### src/rtl/ats21_pkg.sv
// rtl/ats21_pkg.sv - ATS21 command fields, opcode/class/state enums and conflict check
package ats21_pkg;

  localparam int CMD_W       = 32;
  localparam int OP_MSB      = 31;
  localparam int OP_LSB      = 29;
  localparam int CLK_KEY_MSB = 28;
  localparam int CLK_KEY_LSB = 25;
  localparam int ALM_KEY_MSB = 28;
  localparam int ALM_KEY_LSB = 24;
  localparam int KEYS_LSB    = 24;

  typedef enum logic [2:0] {
    OP_NOP     = 3'b000,
    OP_SET_CLK = 3'b001,
    OP_EN_CLK  = 3'b010,
    OP_MODE    = 3'b011,
    OP_SET_ALM = 3'b101,
    OP_SET_TMR = 3'b110,
    OP_EN_ALM  = 3'b111
  } opcode_e;

  typedef enum logic [1:0] {CLS_CLK, CLS_ALM, CLS_MODE, CLS_NONE} cmd_class_e;

  typedef enum logic [1:0] {ST_IDLE, ST_HI, ST_LO, ST_WAIT} seq_state_e;

  function automatic cmd_class_e cmd_class(input logic [2:0] op);
    cmd_class_e cls;
    case (op)
      OP_SET_CLK, OP_EN_CLK:             cls = CLS_CLK;
      OP_MODE:                           cls = CLS_MODE;
      OP_SET_ALM, OP_SET_TMR, OP_EN_ALM: cls = CLS_ALM;
      default:                           cls = CLS_NONE;
    endcase
    return cls;
  endfunction

  // Arguments are the top byte of each command: opcode plus the widest key.
  function automatic logic conflict(input logic [CMD_W-1:KEYS_LSB] cmd_a,
                                    input logic [CMD_W-1:KEYS_LSB] cmd_b);
    cmd_class_e ca;
    cmd_class_e cb;
    logic       hit;
    ca  = cmd_class(cmd_a[OP_MSB:OP_LSB]);
    cb  = cmd_class(cmd_b[OP_MSB:OP_LSB]);
    hit = 1'b0;
    if (ca == cb) begin
      case (ca)
        CLS_CLK:  hit = (cmd_a[CLK_KEY_MSB:CLK_KEY_LSB] == cmd_b[CLK_KEY_MSB:CLK_KEY_LSB]);
        CLS_ALM:  hit = (cmd_a[ALM_KEY_MSB:ALM_KEY_LSB] == cmd_b[ALM_KEY_MSB:ALM_KEY_LSB]);
        CLS_MODE: hit = 1'b1;
        default:  hit = 1'b0;
      endcase
    end
    return hit;
  endfunction

endpackage

### src/rtl/ats21_cmd_fifo.sv
// rtl/ats21_cmd_fifo.sv - per-client command queue, valid/ready in, pop/empty out
module ats21_cmd_fifo #(
  parameter int DEPTH = 4,
  parameter int WIDTH = 32
) (
  input  logic             clk,
  input  logic             reset,
  input  logic             in_valid,
  input  logic [WIDTH-1:0] in_data,
  output logic             in_ready,
  input  logic             pop,
  output logic [WIDTH-1:0] out_data,
  output logic             empty
);

  localparam int AW = $clog2(DEPTH);

  logic [WIDTH-1:0] mem [DEPTH];
  logic [AW-1:0]    wr_ptr;
  logic [AW-1:0]    rd_ptr;
  logic [AW:0]      count;
  logic             push;
  logic             do_pop;

  assign in_ready = (count != (AW+1)'(DEPTH));
  assign empty    = (count == '0);
  assign push     = in_valid && in_ready;
  assign do_pop   = pop && !empty;
  assign out_data = mem[rd_ptr];

  always_ff @(posedge clk) begin
    if (push) mem[wr_ptr] <= in_data;
  end

  always_ff @(posedge clk or posedge reset) begin
    if (reset) begin
      wr_ptr <= '0;
      rd_ptr <= '0;
      count  <= '0;
    end else begin
      if (push)   wr_ptr <= wr_ptr + 1'b1;
      if (do_pop) rd_ptr <= rd_ptr + 1'b1;
      case ({push, do_pop})
        2'b10:   count <= count + 1'b1;
        2'b01:   count <= count - 1'b1;
        default: count <= count;
      endcase
    end
  end

endmodule

### src/rtl/ats21_cmd_sequencer.sv
// rtl/ats21_cmd_sequencer.sv - two-client ATS21 front end: queues, conflict split, two-beat issue
// Optional Nack re-issue enabled by defining ATS21_SEQ_RETRY_EN.
module ats21_cmd_sequencer #(
  parameter int FIFO_DEPTH = 4,
  parameter int STAT_LAT   = 1,
  parameter int MAX_RETRY  = 2
) (
  input  logic        clk,
  input  logic        reset,
  input  logic        a_valid,
  input  logic [31:0] a_cmd,
  output logic        a_ready,
  output logic        a_rsp_valid,
  output logic        a_rsp_ack,
  input  logic        b_valid,
  input  logic [31:0] b_cmd,
  output logic        b_ready,
  output logic        b_rsp_valid,
  output logic        b_rsp_ack,
  output logic        dev_req,
  output logic [15:0] dev_ctrlA,
  output logic [15:0] dev_ctrlB,
  input  logic [1:0]  dev_stat
);

  import ats21_pkg::*;

  localparam int CW = (MAX_RETRY > 0) ? $clog2(MAX_RETRY + 1) : 1;
  localparam int WW = (STAT_LAT > 1) ? $clog2(STAT_LAT) : 1;
`ifdef ATS21_SEQ_RETRY_EN
  localparam int RETRY_LIMIT = MAX_RETRY;
`else
  localparam int RETRY_LIMIT = 0;
`endif
  localparam logic [CW-1:0] TRY_LAST  = CW'(RETRY_LIMIT);
  localparam logic [WW-1:0] WAIT_LAST = WW'(STAT_LAT - 1);

  seq_state_e  state, state_nxt;
  logic [31:0] a_head, b_head, a_sel, b_sel, a_cur, b_cur;
  logic        a_empty, b_empty, a_pop, b_pop;
  logic        a_have, b_have, a_go, b_go, heads_conflict, start;
  logic        a_iss, b_iss, a_retry, b_retry, rr_b, wait_last;
  logic [CW-1:0] a_tries, b_tries;
  logic [WW-1:0] wait_cnt;

  ats21_cmd_fifo #(.DEPTH(FIFO_DEPTH), .WIDTH(32)) u_fifo_a (
    .clk(clk), .reset(reset), .in_valid(a_valid), .in_data(a_cmd), .in_ready(a_ready),
    .pop(a_pop), .out_data(a_head), .empty(a_empty)
  );

  ats21_cmd_fifo #(.DEPTH(FIFO_DEPTH), .WIDTH(32)) u_fifo_b (
    .clk(clk), .reset(reset), .in_valid(b_valid), .in_data(b_cmd), .in_ready(b_ready),
    .pop(b_pop), .out_data(b_head), .empty(b_empty)
  );

  // A pending retry takes its side's slot ahead of the FIFO and wins any conflict.
  always_comb begin
    a_sel          = a_retry ? a_cur : a_head;
    b_sel          = b_retry ? b_cur : b_head;
    a_have         = a_retry || !a_empty;
    b_have         = b_retry || !b_empty;
    heads_conflict = a_have && b_have && conflict(a_sel[31:24], b_sel[31:24]);
    a_go           = 1'b0;
    b_go           = 1'b0;
    if (state == ST_IDLE) begin
      if (!heads_conflict) begin
        a_go = a_have;
        b_go = b_have;
      end else if (a_retry) begin
        a_go = 1'b1;
      end else if (b_retry) begin
        b_go = 1'b1;
      end else if (rr_b) begin
        b_go = 1'b1;
      end else begin
        a_go = 1'b1;
      end
    end
    a_pop     = a_go && !a_retry;
    b_pop     = b_go && !b_retry;
    start     = a_go || b_go;
    wait_last = (wait_cnt == WAIT_LAST);
  end

  always_ff @(posedge clk or posedge reset) begin
    if (reset) state <= ST_IDLE;
    else       state <= state_nxt;
  end

  always_comb begin
    state_nxt = state;
    case (state)
      ST_IDLE: if (start) state_nxt = ST_HI;
      ST_HI:   state_nxt = ST_LO;
      ST_LO:   state_nxt = ST_WAIT;
      ST_WAIT: if (wait_last) state_nxt = ST_IDLE;
      default: state_nxt = ST_IDLE;
    endcase
  end

  always_comb begin
    dev_req   = (state == ST_HI) || (state == ST_LO);
    dev_ctrlA = 16'h0000;
    dev_ctrlB = 16'h0000;
    if (state == ST_HI) begin
      if (a_iss) dev_ctrlA = a_cur[31:16];
      if (b_iss) dev_ctrlB = b_cur[31:16];
    end else if (state == ST_LO) begin
      if (a_iss) dev_ctrlA = a_cur[15:0];
      if (b_iss) dev_ctrlB = b_cur[15:0];
    end
  end

  always_ff @(posedge clk or posedge reset) begin
    if (reset) begin
      a_cur <= '0;  b_cur <= '0;
      a_iss <= 1'b0; b_iss <= 1'b0;
      a_retry <= 1'b0; b_retry <= 1'b0;
      a_tries <= '0; b_tries <= '0;
      rr_b <= 1'b0;
      wait_cnt <= '0;
      a_rsp_valid <= 1'b0; a_rsp_ack <= 1'b0;
      b_rsp_valid <= 1'b0; b_rsp_ack <= 1'b0;
    end else begin
      a_rsp_valid <= 1'b0;
      b_rsp_valid <= 1'b0;
      if (start) begin
        a_iss <= a_go;
        b_iss <= b_go;
        if (a_go) a_cur <= a_sel;
        if (b_go) b_cur <= b_sel;
        if (heads_conflict && !a_retry && !b_retry) rr_b <= ~rr_b;
      end
      if (state == ST_WAIT) wait_cnt <= wait_cnt + 1'b1;
      else                  wait_cnt <= '0;
      if ((state == ST_WAIT) && wait_last) begin
        if (a_iss) begin
          if (dev_stat[0] || (a_tries == TRY_LAST)) begin
            a_rsp_valid <= 1'b1;
            a_rsp_ack   <= dev_stat[0];
            a_retry     <= 1'b0;
            a_tries     <= '0;
          end else begin
            a_retry <= 1'b1;
            a_tries <= a_tries + 1'b1;
          end
        end
        if (b_iss) begin
          if (dev_stat[1] || (b_tries == TRY_LAST)) begin
            b_rsp_valid <= 1'b1;
            b_rsp_ack   <= dev_stat[1];
            b_retry     <= 1'b0;
            b_tries     <= '0;
          end else begin
            b_retry <= 1'b1;
            b_tries <= b_tries + 1'b1;
          end
        end
      end
    end
  end

endmodule

### config.mk
export PLATFORM = sky130hd
export DESIGN_NAME = ats21_cmd_sequencer
export DESIGN_NICKNAME = d
export VERILOG_FILES = /design/src/rtl/ats21_pkg.sv /design/src/rtl/ats21_cmd_fifo.sv /design/src/rtl/ats21_cmd_sequencer.sv
export SDC_FILE = /design/constraint.sdc
export NUM_CORES = 1
export LEC_CHECK = 0
export CAP_MARGIN = 0
export CORE_ASPECT_RATIO = 1.5
export CORE_MARGIN = 4
export CORE_UTILIZATION = 30
export CTS_CLUSTER_DIAMETER = 40
export DETAILED_ROUTE_END_ITERATION = 12
export GPL_ROUTABILITY_DRIVEN = 0
export PLACE_DENSITY = 0.46
export SETUP_SLACK_MARGIN = 0.1
export SKIP_CTS_REPAIR_TIMING = 1
export SYNTH_ARGS = -nofsm -noshare
export SYNTH_HDL_FRONTEND = slang
export SYNTH_SLANG_ARGS = --single-unit
### constraint.sdc
create_clock -name clk -period 4.6 [get_ports clk]
set_input_delay 1.38 -clock clk [delete_from_list [all_inputs] [get_ports clk]]
set_output_delay 1.38 -clock clk [all_outputs]
set_load 0.005 [all_outputs]
==> results.json <==
{
  "pwr-share-clk_pct": 28.1,
  "finalHoldViolCount": 0,
  "synth_area_mm2": 0.0144,
  "rsz0062_at_grt": "false",
  "insertion_delay_ns": 0.55,
  "dp_hpwl_um": 21600,
  "outcome": "finished, final reports clean",
  "ant_nets": 0,
  "rr_worst_depth": 12,
  "p_seq_share_pct": 39.2,
  "start_kind": "register",
  "power_mw": 12.4,
  "placed_cell_area_mm2": 0.0161,
  "p_comb_share_pct": 32.6,
  "internal_power_mw": 8.43,
  "grt_max_degree": 53,
  "cts_tree": "built",
  "instances_no_fill": 1592,
  "path_class": "register to primary output",
  "grt_usage_pct": 13.1,
  "dieHeight_um": 276,
  "synthMuxAreaShare_pct": 15.3,
  "antenna_found_initial": 1,
  "cts_buffers": 44,
  "coreArea_mm2": 0.0476,
  "drc": 0,
  "io_pins": 109,
  "cts_num_sinks": 350,
  "synth_common_cells": "edfxtp_1, dfrtp_1, nand2_1",
  "std_cell_rows": 98,
  "p_per_area_mw_per_mm2": 701,
  "slew_violations": 0,
  "drt_iter0_drc": 371,
  "die_w_um": 187,
  "hold_path_depth": 1,
  "ys_ff_latch": 350,
  "path_max_fanout": 32,
  "yosysTopAreaCell": "edfxtp_1",
  "cts_root_buf": "clkbuf_16",
  "yosysWarnings": 0,
  "cp_cell_sequence": "inv_1 > ha_2 > buf_4 > nand2_1 > o21ai_0 > and2_1 > clkdlybuf4s50_1",
  "grt_pass1_wl_um": 51900,
  "cts_buffer_depth": 3,
  "port_buffers": 108,
  "ys_types": 49,
  "synth.yosys.seq_area_share_pct": 69.9,
  "synth_edf_count": 256,
  "first_pass_iters": 5,
  "power.switching_mw": 3.92,
  "fin_tns_setup_ns": 0,
  "slowest_delay_ns": 0.53,
  "synth_top_family_by_area": "multiplexers",
  "wl_um": 33800,
  "routedWlPerCell_um": 21.2,
  "fmax_ghz": 0.237,
  "clock_skew_ns": 0.0119,
  "finalSetupViolCount": 0,
  "synth-xor-area-share_pct": 1.16,
  "fill_cells": 4470,
  "leakage_nw": 6.31,
  "r2r_setup_slack_ns": 1.03,
  "synth_area_per_cell_um2": 17.5,
  "syn_nets": 911,
  "min_period_over_period_pct": 91.8,
  "drive_above_1_share_pct": 21.1,
  "hold-worst-slack_ns": 0.488,
  "antenna_cells": 0,
  "hold_path_class": "register to register",
  "clk_pin_slew_ns": 0.06,
  "area_delta_synth_final_pct": 22.7,
  "die-area_mm2": 0.0515,
  "crit_slowest_cell": "ha_2",
  "vias_per_cell": 4.71,
  "syn-instance-count": 823,
  "synth_flop_cell": "edfxtp_1",
  "post-synth-top-area-fraction_pct": 53.5,
  "cp-end-kind": "primary output",
  "synthAdderAreaFrac_pct": 1.67,
  "synth-async-reset-ratio_pct": 26.9,
  "worstMarginPinSlew_ns": 0.891,
  "grt-ovfl-total": 0,
  "finish.instance_area_mm2": 0.0176,
  "critPathRequiredTime_ns": 3.22,
  "first_global_vias": 8332,
  "post-place-cells": 1510,
  "slew-limit-headroom_pct": 40.5,
  "final_net_count": 1044,
  "synth.most_common_cell": "edfxtp_1",
  "initial_core_util_pct": 30.2,
  "cap_violations": 0,
  "synth_compound_area_share_pct": 4.51,
  "synth_area_leaders": "edfxtp_1, dfrtp_1, mux4_2, mux2_2, mux2_4",
  "fin_crit_ns": 4.22,
  "vias": 7497,
  "vdd_drop_max_mv": 0.263,
  "arrival_ns": 2.84,
  "h-tree-depth": 2,
  "synth-simple-area-share_pct": 4.96,
  "swShare_pct": 31.7
}
==> through the flow <==
stage	utilization [%]	setup slack [ns]
after global placement	33.9	0.597
after CTS	37.0	0.00237
after global routing	37.0	0.118
final	37.0	0.376
after floorplan	-	0.771
after detailed placement	33.9	0.571
==> state kept, by name (all words and copies together) (netlist names), 3 cells and up <==
signal          count
u_fifo_b.count      3
b_cur              32
u_fifo_b.mem      128
u_fifo_a.count      3
u_fifo_a.mem      128
a_cur              32
==> final timing paths <==
path / startpoint / endpoint
worst max-delay path: state[1] / dev_ctrlA[6]
worst min-delay path: a_cur[2] / a_cur[2]
worst max register to register: u_fifo_a.rd_ptr[0] / u_fifo_b.count[2]
worst min register to register: a_cur[2] / a_cur[2]
max in group asynchronous: reset / b_cur[21]
min in group asynchronous: reset / b_cur[3]
==> power groups by stage <==
stage / registers [mW] / clock network [mW] / logic [mW]
4_1_cts: 4.88 / 3.59 / 4.18
5_1_grt: 4.95 / 3.71 / 4.47
2_1_floorplan: 4.61 / 0 / 3.04
3_5_place_dp: 4.93 / 0 / 4.16
3_3_place_gp: 4.93 / 0 / 4.12
6_report: 4.84 / 3.48 / 4.03
==> cell type report <==
class | count | area (um2) | area share, %
Sequential cell | 350 | 10000 | 57.0
Clock inverter | 28 | 317 | 1.80
Timing Repair Buffer | 129 | 1250 | 7.10
Inverter | 29 | 111 | 0.632
Tap cell | 600 | 751 | 4.26
Multi-Input combinational cell | 402 | 3970 | 22.5
Clock buffer | 54 | 1180 | 6.69
==> critical path, delay by kind of cell, from the launching register on <==
family	cells	cell delay [ns]
buffers and inverters	3	1.00
adders and majority gates	1	0.53
AOI/OAI and AO/OA	1	0.08
and+or+nand+nor	2	0.26
DFF	1	0.40
==> layer usage <==
metal	vias to the layer above	track usage (%)	part of all wire, %
li1	3433	-	-
met1	3871	14.9	39
met2	145	24.5	54
met3	48	2.53	3.7
met4	0	4.14	2.7
met5	-	0	0
==> placed cells by master (no fill, tap or decap), types with 10 or more instances in the layout <==
cell / synthesis / final
a22oi_1: 18 / 18
and2_1: 24 / 24
buf_4: 6 / 20
clkbuf_16: 0 / 45
clkdlybuf4s50_1: 0 / 108
dfrtp_1: 94 / 92
edfxtp_1: 256 / 256
ha_1: 16 / 15
inv_1: 29 / 28
mux2_2: 34 / 34
mux2_4: 20 / 20
mux2i_1: 23 / 23
mux4_2: 47 / 47
nand2_1: 71 / 71
nand3_1: 10 / 10
nor2_1: 12 / 12
nor2b_1: 16 / 15
o21ai_0: 29 / 29
xor2_1: 12 / 12
==> logic make-up (layout without fill, tap and decap cells) <==
| group | count (synthesis) | in the layout |
|---|---|---|
| AND/OR/NAND/NOR | 149 | 149 |
| AO/OA/AOI/OAI | 81 | 81 |
| adder cells (fa/ha/maj) | 18 | 18 |
| flip-flops | 350 | 350 |
| buffers and inverters | 71 | 240 |
| XOR/XNOR | 19 | 19 |
| multiplexers | 135 | 135 |
No activity file was read; power rests on OpenSTA's default activity.
